--- src/rtl/core_pkg.sv ---
// Shared core types and constants used by the fetch stage.
package core_pkg;

   localparam int XLEN = 32;
   localparam logic [XLEN-1:0] INSTR_NOP = 32'h0000_0013;

   typedef enum logic [1:0] {
      IDLE,
      RUN,
      DRAIN
   } fetch_state_t;

endpackage

--- src/rtl/fetch_fifo.sv ---
// Synchronous prefetch FIFO holding {pc, instr}; push and pop may coincide at any fill level.
module fetch_fifo
   import core_pkg::*;
#(
   parameter int DEPTH = 2,
   parameter int WIDTH = 2 * XLEN
) (
   input  logic                   clk,
   input  logic                   rst,
   input  logic                   push_i,
   input  logic                   pop_i,
   input  logic                   flush_i,
   input  logic [WIDTH-1:0]       wdata_i,
   output logic [WIDTH-1:0]       rdata_o,
   output logic                   full_o,
   output logic                   empty_o,
   output logic [$clog2(DEPTH):0] count_o
);

   localparam int AW = $clog2(DEPTH);
   localparam logic [AW:0] DEPTH_C = (AW+1)'(DEPTH);

   logic [WIDTH-1:0] mem_q [DEPTH];
   logic [AW-1:0]    rd_ptr_q, rd_ptr_d, wr_ptr_q, wr_ptr_d;
   logic [AW:0]      count_q, count_d;
   logic             do_push, do_pop;

   assign full_o  = (count_q == DEPTH_C);
   assign empty_o = (count_q == '0);
   assign count_o = count_q;
   assign rdata_o = mem_q[rd_ptr_q];

   assign do_pop  = pop_i && !empty_o;
   // when full, a same-cycle pop frees the slot the push lands in
   assign do_push = push_i && (!full_o || do_pop);

   always_comb begin
      rd_ptr_d = rd_ptr_q;
      wr_ptr_d = wr_ptr_q;
      count_d  = count_q;
      if (flush_i) begin
         rd_ptr_d = '0;
         wr_ptr_d = '0;
         count_d  = '0;
      end else begin
         if (do_push) wr_ptr_d = wr_ptr_q + AW'(1);
         if (do_pop)  rd_ptr_d = rd_ptr_q + AW'(1);
         case ({do_push, do_pop})
            2'b10:   count_d = count_q + (AW+1)'(1);
            2'b01:   count_d = count_q - (AW+1)'(1);
            default: count_d = count_q;
         endcase
      end
   end

   always_ff @(posedge clk) begin
      if (rst) begin
         rd_ptr_q <= '0;
         wr_ptr_q <= '0;
         count_q  <= '0;
      end else begin
         rd_ptr_q <= rd_ptr_d;
         wr_ptr_q <= wr_ptr_d;
         count_q  <= count_d;
      end
   end

   always_ff @(posedge clk) begin
      if (do_push && !flush_i) mem_q[wr_ptr_q] <= wdata_i;
   end

endmodule

--- src/rtl/fetch_unit.sv ---
// Instruction fetch stage: PC generation, credit-limited imem requests, prefetch buffer, redirect flush.
// Optional perf counters enabled with FETCH_PERF_CNT_EN.
//
// state | meaning
// IDLE  | one cycle after reset, no requests
// RUN   | issuing requests, responses pushed to the buffer
// DRAIN | after redirect, dropping stale responses until none outstanding
module fetch_unit
   import core_pkg::*;
#(
   parameter logic [XLEN-1:0] RESET_PC   = 32'h0000_0000,
   parameter int              FIFO_DEPTH = 2
) (
   input  logic            clk,
   input  logic            rst,
   output logic            imem_req_valid_o,
   input  logic            imem_req_ready_i,
   output logic [XLEN-1:0] imem_req_addr_o,
   input  logic            imem_rsp_valid_i,
   input  logic [XLEN-1:0] imem_rsp_data_i,
   input  logic            redirect_i,
   input  logic [XLEN-1:0] redirect_pc_i,
   output logic            instr_valid_o,
   input  logic            instr_ready_i,
   output logic [XLEN-1:0] instr_o,
   output logic [XLEN-1:0] pc_o,
   output logic [XLEN-1:0] pc_incr_o
`ifdef FETCH_PERF_CNT_EN
   ,
   output logic [31:0]     perf_fetched_o,
   output logic [31:0]     perf_stall_o,
   output logic [31:0]     perf_flush_o
`endif
);

   localparam int CW = $clog2(FIFO_DEPTH) + 1;
   localparam logic [CW:0] CREDIT = (CW+1)'(FIFO_DEPTH);

   fetch_state_t      state_q, state_d;
   logic [XLEN-1:0]   fetch_pc_q, fetch_pc_d, rsp_pc_q, rsp_pc_d;
   logic [CW-1:0]     outst_q, outst_d;
   logic [CW-1:0]     fifo_count;
   logic              fifo_full, fifo_empty, fifo_push, fifo_pop;
   logic [2*XLEN-1:0] fifo_rdata;
   logic              req_fire, rsp_take;
   logic [XLEN-1:0]   redirect_pc;

   assign imem_req_valid_o = (state_q == RUN) && (({1'b0, fifo_count} + {1'b0, outst_q}) < CREDIT);
   assign imem_req_addr_o  = fetch_pc_q;
   assign req_fire         = imem_req_valid_o && imem_req_ready_i;
   // responses with nothing outstanding belong to a pre-reset request
   assign rsp_take         = imem_rsp_valid_i && (outst_q != '0);
   assign redirect_pc      = {redirect_pc_i[XLEN-1:2], 2'b00};

   assign fifo_push = rsp_take && (state_q == RUN) && !redirect_i && (!fifo_full || fifo_pop);
   assign fifo_pop  = instr_valid_o && instr_ready_i && !redirect_i;

   fetch_fifo #(
      .DEPTH (FIFO_DEPTH),
      .WIDTH (2 * XLEN)
   ) u_fifo (
      .clk     (clk),
      .rst     (rst),
      .push_i  (fifo_push),
      .pop_i   (fifo_pop),
      .flush_i (redirect_i),
      .wdata_i ({rsp_pc_q, imem_rsp_data_i}),
      .rdata_o (fifo_rdata),
      .full_o  (fifo_full),
      .empty_o (fifo_empty),
      .count_o (fifo_count)
   );

   assign instr_valid_o = !fifo_empty;
   assign instr_o       = instr_valid_o ? fifo_rdata[XLEN-1:0] : INSTR_NOP;
   assign pc_o          = instr_valid_o ? fifo_rdata[2*XLEN-1:XLEN] : '0;
   assign pc_incr_o     = pc_o + 32'd4;

   always_comb begin
      state_d    = state_q;
      fetch_pc_d = fetch_pc_q;
      rsp_pc_d   = rsp_pc_q;
      outst_d    = outst_q;
      if (req_fire) begin
         fetch_pc_d = fetch_pc_q + 32'd4;
         outst_d    = outst_d + CW'(1);
      end
      if (rsp_take) begin
         outst_d = outst_d - CW'(1);
         if (fifo_push) rsp_pc_d = rsp_pc_q + 32'd4;
      end
      if (redirect_i) begin
         fetch_pc_d = redirect_pc;
         rsp_pc_d   = redirect_pc;
      end
      case (state_q)
         IDLE:    state_d = RUN;
         RUN:     if (redirect_i && (outst_d != '0)) state_d = DRAIN;
         DRAIN:   if (outst_d == '0) state_d = RUN;
         default: state_d = IDLE;
      endcase
   end

   always_ff @(posedge clk) begin
      if (rst) begin
         state_q    <= IDLE;
         fetch_pc_q <= RESET_PC;
         rsp_pc_q   <= RESET_PC;
         outst_q    <= '0;
      end else begin
         state_q    <= state_d;
         fetch_pc_q <= fetch_pc_d;
         rsp_pc_q   <= rsp_pc_d;
         outst_q    <= outst_d;
      end
   end

`ifdef FETCH_PERF_CNT_EN
   logic [31:0] perf_fetched_q, perf_stall_q, perf_flush_q;

   always_ff @(posedge clk) begin
      if (rst) begin
         perf_fetched_q <= '0;
         perf_stall_q   <= '0;
         perf_flush_q   <= '0;
      end else begin
         if (fifo_pop)                              perf_fetched_q <= perf_fetched_q + 32'd1;
         if ((state_q == RUN) && !instr_valid_o)    perf_stall_q   <= perf_stall_q + 32'd1;
         if (redirect_i)                            perf_flush_q   <= perf_flush_q + 32'd1;
      end
   end

   assign perf_fetched_o = perf_fetched_q;
   assign perf_stall_o   = perf_stall_q;
   assign perf_flush_o   = perf_flush_q;
`endif

endmodule

--- config.mk ---
export PLATFORM = sky130hd
export DESIGN_NAME = fetch_unit
export DESIGN_NICKNAME = d
export VERILOG_FILES = /design/src/rtl/core_pkg.sv /design/src/rtl/fetch_fifo.sv /design/src/rtl/fetch_unit.sv
export SDC_FILE = /design/constraint.sdc
export NUM_CORES = 1
export LEC_CHECK = 0
export CAP_MARGIN = 25
export CORE_ASPECT_RATIO = 1.4
export CORE_MARGIN = 2
export CORE_UTILIZATION = 52
export CTS_BUF_LIST = sky130_fd_sc_hd__clkbuf_16
export CTS_CLUSTER_SIZE = 10
export DETAILED_ROUTE_END_ITERATION = 6
export PLACE_DENSITY = 0.82
export SLEW_MARGIN = 25
export SYNTH_ARGS = -nofsm -noshare
export SYNTH_HDL_FRONTEND = slang
export SYNTH_HIERARCHICAL = 1
export SYNTH_SLANG_ARGS = --single-unit
--- constraint.sdc ---
create_clock -name clk -period 10.34 [get_ports clk]
set_input_delay 2.585 -clock clk [delete_from_list [all_inputs] [get_ports clk]]
set_output_delay 2.585 -clock clk [all_outputs]
set_load 0.03 [all_outputs]
# After elaboration in Yosys (flattened, before gate mapping)
# Memories as Yosys holds them, arrays and structs flattened. A register that Yosys moved wholly into a read port is not among the register bits.
# Index checks and enable logic that the tools add are counted.
[classes] addsub=10 order_cmp=1 mux=17 n_reduce_logical=30 eq_ne=7
[op_table] cell="two-way mux 32 bit" n=7
[op_table] cell="adder 32 x 3 -> 32 bit, second input constant" n=3
[op_table] cell="logical AND 1 bit" n=12
[op_table] cell="nonzero test 2 bit" n=6
[op_table] cell="two-way mux 2 bit" n=4
[op_table] cell="equality test 2 bit, second input constant" n=3
[op_table] cell="zero test 2 bit" n=3
[op_table] cell="one-hot mux 2 bit (3 select lines)" n=1
[op_table] cell="AND reduction 2 bit" n=3
[op_table] cell="adder 2 x 1 -> 2 bit, second input constant" n=2
[op_table] cell="equality test 2 x 1 -> 1 bit, second input constant" n=2
[op_table] cell="two-way mux 1 bit" n=4
[op_table] cell="one-hot mux 2 bit (2 select lines)" n=1
[op_table] cell="subtractor 2 x 1 -> 2 bit, second input constant" n=2
[op_table] cell="adder 2 x 2 -> 3 bit" n=1
[op_table] cell="zero test 1 bit" n=3
[op_table] cell="< comparator 3 x 2 -> 1 bit, second input constant" n=1
[op_table] cell="adder 1 bit, second input constant" n=2
[op_table] cell="logical OR 1 bit" n=2
[op_table] cell="!= test 2 x 1 -> 1 bit, second input constant" n=1
[op_table] cell="!= test 2 bit, second input constant" n=1
[op_table] cell="OR reduction 2 bit" n=1
[totals] mem_bits_rw=128 elab_cells=75 register_bits=72 mem_count=1 inputBits=70 out_inout_bits=130
[mem_list] name="u_fifo.mem_q" words=2 word_bits=64 read_ports=1 rd_clocked_by_memory_dff=1 write_ports=1 line_no="fetch_fifo.sv:23" text="logic [WIDTH-1:0] mem_q [DEPTH];"

# Longest topological paths before layout
# Gate-level depths: netlist of the first run.
[depth] word_depth=11 mapped_depth=14 ltp_nobuf=10

# By module
# The synthesis of the first run kept the hierarchy.
[by_module_without_submodules] mod="fetch_fifo" n_inst=1 cells_each=228 seq_area_each_um2=3943.8 area_each_um2=4875.9
[by_module_without_submodules] mod="fetch_unit" n_inst=1 cells_each=574 seq_area_each_um2=1281.2 area_each_um2=4548.1

# Worst setup path after synthesis of the first run
# Ideal clock, no wire load.
[synth_timing] path_type="in2reg" start="in redirect_i" end="mem u_fifo/mem_q[1][0] (netlist bit), enable pin" slack_ns=0.988 t_arrival_ns=8.773 setup_ns=0.579 path_buffers=3 t_required_ns=9.761 stages=8 path_cell_list="clkbuf_1 or3b_2 clkbuf_1 a21oi_1 buf_2 and2_1 o31ai_2 nor3b_1"
[synth_via] elab_chain_cells=8 elab_cells_between_ends=11 cone_classes="2 x mux; 9 x reduce/logical"
[synth_lines] item="start: declaration" line_no="fetch_unit.sv:21" text="input logic redirect_i,"
[synth_lines] item="zero test 1 bit *" line_no="fetch_unit.sv:55, fetch_unit.sv:56"
[synth_lines] item="logical AND 1 bit" line_no="fetch_unit.sv:56" text="assign fifo_pop = instr_valid_o && instr_ready_i && !redirect_i;"
[synth_lines] item="logical OR 1 bit" line_no="fetch_unit.sv:55" text="assign fifo_push = rsp_take && (state_q == RUN) && !redirect_i && (!fifo_full || fifo_pop);"
[synth_lines] item="logical AND 1 bit *" line_no="fetch_unit.sv:55"
[synth_lines] item="via fifo_push" line_no="fetch_unit.sv:43" text="logic fifo_full, fifo_empty, fifo_push, fifo_pop;"
[synth_lines] item="logical AND 1 bit *" line_no="fetch_fifo.sv:35" text="assign do_push = push_i && (!full_o || do_pop);"
[synth_lines] item="logical AND 1 bit *" line_no="fetch_fifo.sv:69" text="if (do_push && !flush_i) mem_q[wr_ptr_q] <= wdata_i;"
[synth_lines] item="two-way mux 1 bit *" line_no="fetch_fifo.sv:69"
[synth_lines] item="two-way mux 1 bit (implied by the code) *" line_no="fetch_fifo.sv:69"
[synth_lines] item="end: declaration" line_no="fetch_fifo.sv:23"
# The timed path passes the listed nets; every way through them passes the cells marked *.

==> run summary, run 1 <==
Die Span X -> 117.8 um
Hold/Removal Path Class -> register to register
First-pass GRT wire length -> 32680 um
Post-synth ARST share -> 0%
Fmax -> 133.5 MHz
Max_cap viols -> 0
Die Area -> 19230 um^2
Setup CP Type -> register to output port
Wire per inst -> 16.78 um
Layout Nets -> 1067
DRT antenna net count -> 0
Ant diodes -> 0
Num rows -> 58
Initial antenna violation count -> 0
Port Buffer Count -> 195
Post-CTS Resized -> 0
Post-Synthesis Cells -> 802
Syn_area_per_cell -> 11.75 um^2
Initial Utilization -> 52.79%
Hold buffers post-CTS -> 0
Status -> completed
Post-synth EDFFs -> 128
Most frequent cells in the layout -> clkdlybuf4s50_1, edfxtp_1, dfxtp_1, mux2_2, xor2_1
Slew Viols, Final -> 0
Final Setup Violations -> 0
Final design utilization -> 68.33%
Final setup TNS -> 0 ns
Worst Setup EP -> pc_incr_o[30]
Detailed-route via count -> 6746
Synth unique cells -> 60
Pin count of the biggest net entering global routing -> 65
CTS tree -> yes
Worst-path clk slew -> 0.07 ns
Remaining DRCs -> 0
Clk_skew -> 0.01595 ns
CP required -> 7.76 ns
Post-synth top flop -> edfxtp_1
Dpl ws -> 3.194 ns
Synthesis-stage register bit count -> 197
Launch point of the worst reg-to-reg path -> u_fifo/count_o[0]
R2R depth -> 9
Max rail drop VDD -> 0.0001165 V
Final Hold Fails -> 0
CTS root buf -> clkbuf_16
HPWL reported at the end of detailed placement -> 14650 um
Die span in y -> 163.3 um
Setup Fix Bufs, Post-CTS -> 0
All-Layer GR Usage -> 21.23%
Num CTS Buffers -> 17
Initial DRC count -> 433
Seq/Total Area, Yosys -> 55.44%
Total gr overflow -> 0
Crit-path max FO -> 39
H-tree level count -> 4
1st-pass router iterations -> 4
CP Launch Type -> register
Clk buf depth -> 2
Worst setup EP type -> output port
Actual slew at the worst max-slew pin -> 0.8938 ns
Leakage -> 0.004217 uW
GPL Wtd Cong -> 0.8222
R2R setup slack -> 6.69 ns
Layout area overhead -> 29.43%
Post-route setup slack -> 2.847 ns
Worst Hold Path Cells -> 0
Clock Latency Late Sink -> 0.43 ns
Fraction of layout cells with a size suffix above 1 -> 12.84%
Cell Pwr Density -> 146.1 nW/um^2
IO Count -> 200
Sink Count -> 197
Power, Total -> 1782 uW
Total routed wirelength -> 20890 um
Ys Warns -> 6
Slew HR -> 39.92%
Mapped Area -> 9424 um^2
Commonest non-fill, non-tap cell in the layout -> clkdlybuf4s50_1
Final worst path period share -> 72.46%
Post-layout min period -> 7.493 ns
Vias in the first global route -> 6483
Worst EP arrival -> 4.91 ns
R2R Path End -> u_fifo/mem_q[1][17]
Vias per inst -> 5.418
RSZ-0062 raised after global routing -> false
CORE AREA -> 17850 um^2
-- layout make-up --
| cell class | count | area, um^2 |
|---|---|---|
| tap | 240 | 300.3 |
| multi-input combinational | 535 | 3923 |
| clock inverter | 14 | 135.1 |
| inverter | 37 | 143.9 |
| fill | 1377 | 5654 |
| timing repair buffer | 204 | 2019 |
| clock buffer | 18 | 450.4 |
| sequential | 197 | 5226 |
-- through the flow --
step	cells	hold WS (ns)	cell area, um^2
floorplan	807	0.4453	9443
global placement	1213	0.4550	11600
detailed placement	1213	0.4602	11610
CTS	1245	0.4910	12190
global route	1245	0.4969	12200
finish	1245	0.4866	12200
-- report_power, final --
part	internal [uW]	leakage, uW	switching (uW)
sequential	869	0.00173	32.5
clock	362	0.000299	292
combinational	103	0.00218	123
-- critical path: stages (launching register included) --
cell and delay (ns):
dfxtp_2 0.73, buf_4 0.55, mux2_2 0.28, nor2b_1 0.17, ha_1 0.24, nand2_1 0.13
nor4_2 0.76, nand4_1 0.37, nor4_1 0.34, xor2_1 0.18, clkdlybuf4s50_1 0.68
-- per-layer routing --
metal / share of wire [%] / up-vias / GRT usage [%]
li1: - / 3251 / -
met1: 42 / 3272 / 25.86
met2: 53 / 200 / 39.06
met3: 3.5 / 23 / 2.584
met4: 1.6 / 0 / 6.900
met5: 0 / - / 0
-- cells in the mapped netlist (4+ instances only) --
master / instances / area, um^2
nand3b_1: 4 / 30.03
mux2i_1: 4 / 40.04
a21boi_0: 43 / 322.8
nor4_1: 8 / 50.05
clkbuf_1: 25 / 93.84
and4_1: 8 / 70.07
a21oi_1: 33 / 165.2
xnor2_1: 25 / 219.0
nor2b_1: 58 / 362.9
or2_2: 4 / 25.02
edfxtp_1: 128 / 3844
and2_1: 9 / 56.30
a21boi_1: 6 / 45.04
nand4_1: 32 / 200.2
a211oi_1: 4 / 30.03
nand3_1: 36 / 180.2
ha_1: 4 / 50.05
dfxtp_1: 69 / 1381
xor2_1: 61 / 534.3
nor3_1: 11 / 55.05
inv_1: 34 / 127.6
and3_1: 18 / 112.6
nand2_1: 30 / 112.6
nor2_1: 27 / 101.4
mux2_2: 64 / 720.7
buf_4: 10 / 75.07
-- how the worst min path moves through the flow --
stage / startpoint / slack (ns) / endpoint
after floorplan: rsp_pc_q[31] / 0.45 / u_fifo/mem_q[0][63]
after global placement: rsp_pc_q[31] / 0.46 / u_fifo/mem_q[0][63]
after detailed placement: rsp_pc_q[31] / 0.46 / u_fifo/mem_q[1][63]
after CTS: rsp_pc_q[31] / 0.49 / u_fifo/mem_q[1][63]
after global routing: rsp_pc_q[31] / 0.50 / u_fifo/mem_q[0][63]
final: rsp_pc_q[31] / 0.49 / u_fifo/mem_q[1][63]
-- cell families (layout without fill, tap and decap cells) --
| group | count (synthesis) | in the layout | synth area share [%] |
|---|---|---|---|
| other cells | 1 | 6 | 0.03979 |
| buf+inv | 75 | 273 | 3.545 |
| mux | 68 | 68 | 8.072 |
| xor+xnor | 86 | 86 | 7.993 |
| simple gates | 264 | 264 | 16.21 |
| flops | 197 | 197 | 55.44 |
| fa+ha+maj | 5 | 5 | 0.7435 |
| compound gates | 106 | 106 | 7.953 |
-- state kept, by name (all words and copies together) (netlist names), named ones only --
signal           count
u_fifo/rd_ptr_q      1
u_fifo/mem_q       128
state_q              2
outst_q              2
rsp_pc_q            30
u_fifo/wr_ptr_q      1
imem_req_addr_o     30
u_fifo/count_o       2
No activity file was read; power rests on OpenSTA's default activity.
==> run 2: changes to the inputs <==
==> constraint.sdc (replaced) <==
create_clock -name clk -period 6.9 [get_ports clk]
set_input_delay 1.725 -clock clk [delete_from_list [all_inputs] [get_ports clk]]
set_output_delay 1.725 -clock clk [all_outputs]
set_load 0.03 [all_outputs]
==> run 2 against run 1 <==
Against the previous run:
- power increased by 48%
- sequential cell count unchanged
- sequential share of layout area about the same
- global-route usage increased by 0.096 points
- critical endpoint unchanged
==> run summary, run 2 (synthesis results as in run 1) <==
Ant diodes -> 0 (unchanged)
Remaining DRCs -> 0 (unchanged)
P_sw -> 676.2 uW (+51%)
Num CTS Buffers -> 17 (unchanged)
HPWL reported at the end of detailed placement -> 14440 um (-1.4%)
Final worst path period share -> 81.39%
Hold buffers post-CTS -> 0 (unchanged)
Slew Viols, Final -> 0 (unchanged)
Hold/Removal Path Class -> register to register
H-tree level count -> 4 (unchanged)
Clk buf depth -> 2 (unchanged)
Die span in y -> 163.3 um (unchanged)
Leakage -> 0.004221 uW (about the same)
CP Launch Type -> register
Total routed wirelength -> 20680 um (-1.0%)
CP required -> 5.18 ns (-2.58 ns)
Wire per inst -> 16.60 um (-1.1%)
Combinational Power Share -> 12.9% (+0.2 points)
Layout Nets -> 1068 (+0.094%)
Hold Path Origin -> rsp_pc_q[31]
Vias per inst -> 5.329 (-1.7%)
Slew HR -> 41.67% (+1.7 points)
Commonest non-fill, non-tap cell in the layout -> clkdlybuf4s50_1
DP Cell Count -> 1214 (+0.082%)
First-pass GRT wire length -> 32890 um (+0.63%)
Clock Power Share -> 35.9% (-0.8 points)
IO Count -> 200 (unchanged)
Cell Pwr Density -> 216.5 nW/um^2 (+48%)
Power Internal -> 1964 uW (+47%)
Max_cap viols -> 0 (unchanged)
Layout area overhead -> 29.41% (about the same)
Setup Fix Bufs, Post-CTS -> 0 (unchanged)
Die Span X -> 117.8 um (unchanged)
Largest Register -> u_fifo/mem_q
Setup CP Type -> register to output port
CORE AREA -> 17850 um^2 (unchanged)
Status -> completed
Worst-path clk slew -> 0.07 ns (about the same)
Port Buffer Count -> 195 (unchanged)
Initial Utilization -> 52.79% (unchanged)
Flop pwr share -> 51.2% (+0.6 points)
Total gr overflow -> 0 (unchanged)
Final setup TNS -> 0 ns (unchanged)
CTS tree -> yes
Detailed-route via count -> 6640 (-1.6%)
Post-layout min period -> 5.616 ns
Clk_skew -> 0.01592 ns (-0.00003420 ns)
Vias in the first global route -> 6536 (+0.82%)
Worst setup EP type -> output port
Actual slew at the worst max-slew pin -> 0.8750 ns (-0.01876 ns)
Die Area -> 19230 um^2 (unchanged)
Pin count of the biggest net entering global routing -> 65 (unchanged)
CTS root buf -> clkbuf_16
RSZ-0062 raised after global routing -> false
Sw Ratio -> 25.61% (+0.49 points)
Fin cells -> 1246 (+0.080%)
Max rail drop VDD -> 0.0001399 V (+20%)
Crit-path max FO -> 37 (-5.1%)
Final Hold Fails -> 0 (unchanged)
Initial antenna violation count -> 0 (unchanged)
Num rows -> 58 (unchanged)
1st-pass router iterations -> 4 (unchanged)
Fraction of layout cells with a size suffix above 1 -> 13.02% (+0.19 points)
Clock Latency Late Sink -> 0.42 ns (about the same)
Worst EP arrival -> 3.89 ns (-1.02 ns)
GPL Wtd Cong -> 0.8138 (-1.0%)
Number of flip-flops under the largest register name -> 128 (unchanged)
Initial DRC count -> 347 (-20%)
Fmax -> 178.1 MHz
All-Layer GR Usage -> 21.33% (+0.096 points)
DRT antenna net count -> 0 (unchanged)
Post-CTS Resized -> 0 (unchanged)
Most frequent cells in the layout -> clkdlybuf4s50_1, edfxtp_1, dfxtp_1, mux2_2, xor2_1
Final Setup Violations -> 0 (unchanged)
Hold Slack -> 0.4795 ns (-0.007189 ns)
Sink Count -> 197 (unchanged)
Launch point of the worst reg-to-reg path -> u_fifo/count_o[0]
run 2: per-layer routing:
layer | global-route usage (%) | share of wire [%] | vias to the layer above
li1 | - | - | 3255
met1 | 26.39 | 42 | 3164
met2 | 37.24 | 51 | 195
met3 | 2.723 | 4.3 | 26
met4 | 9.912 | 2.4 | 0
met5 | 0 | 0 | -
run 2: stage by stage:
step / util, % / power (uW) / area [um^2] / worst slack (ns)
after floorplan: - / 1582 / 9453 / 0.6788
after global placement: 65.08 / 1707 / 11620 / 1.724
after detailed placement: 65.12 / 1714 / 11630 / 1.682
after CTS: 68.28 / 2656 / 12190 / 1.214
after global routing: 68.31 / 2730 / 12200 / 0.9298
final: 68.31 / 2640 / 12200 / 1.284
run 2: final cells by class:
class	count	area [um^2]
fillers	1362	5657
repair buffers	205	2027
flip-flops and latches	197	5226
well taps	240	300.3
clock inverters	14	112.6
inverters	37	143.9
clock buffers	18	450.4
multi-input cells	535	3935
run 2: worst paths after layout:
check / endpoint / slack [ns] / depth (start not counted)
setup / recovery: pc_incr_o[30] / 1.28 / 11
hold / removal: u_fifo/mem_q[0][63] / 0.48 / 0
setup reg to reg: u_fifo/mem_q[1][59] / 3.45 / 7
hold reg to reg: u_fifo/mem_q[0][63] / 0.48 / 0
run 2: critical path: stages (launching register included):
cell and delay (ns):
dfxtp_2 0.36, buf_4 0.42, mux2_2 0.28, nor2b_1 0.20, ha_1 0.27, nand2_1 0.14
nor4_2 0.22, buf_4 0.20, nand4_1 0.18, nor4_1 0.29, xor2_1 0.19, clkdlybuf4s50_1 0.72
run 2: power groups by stage:
stage          Clock (uW)  Sequential [uW]  Combinational (uW)
2_1_floorplan           0             1390                 193
3_3_place_gp            0             1370                 333
3_5_place_dp            0             1380                 338
4_1_cts               966             1350                 341
5_1_grt              1010             1360                 367
6_report              949             1350                 340
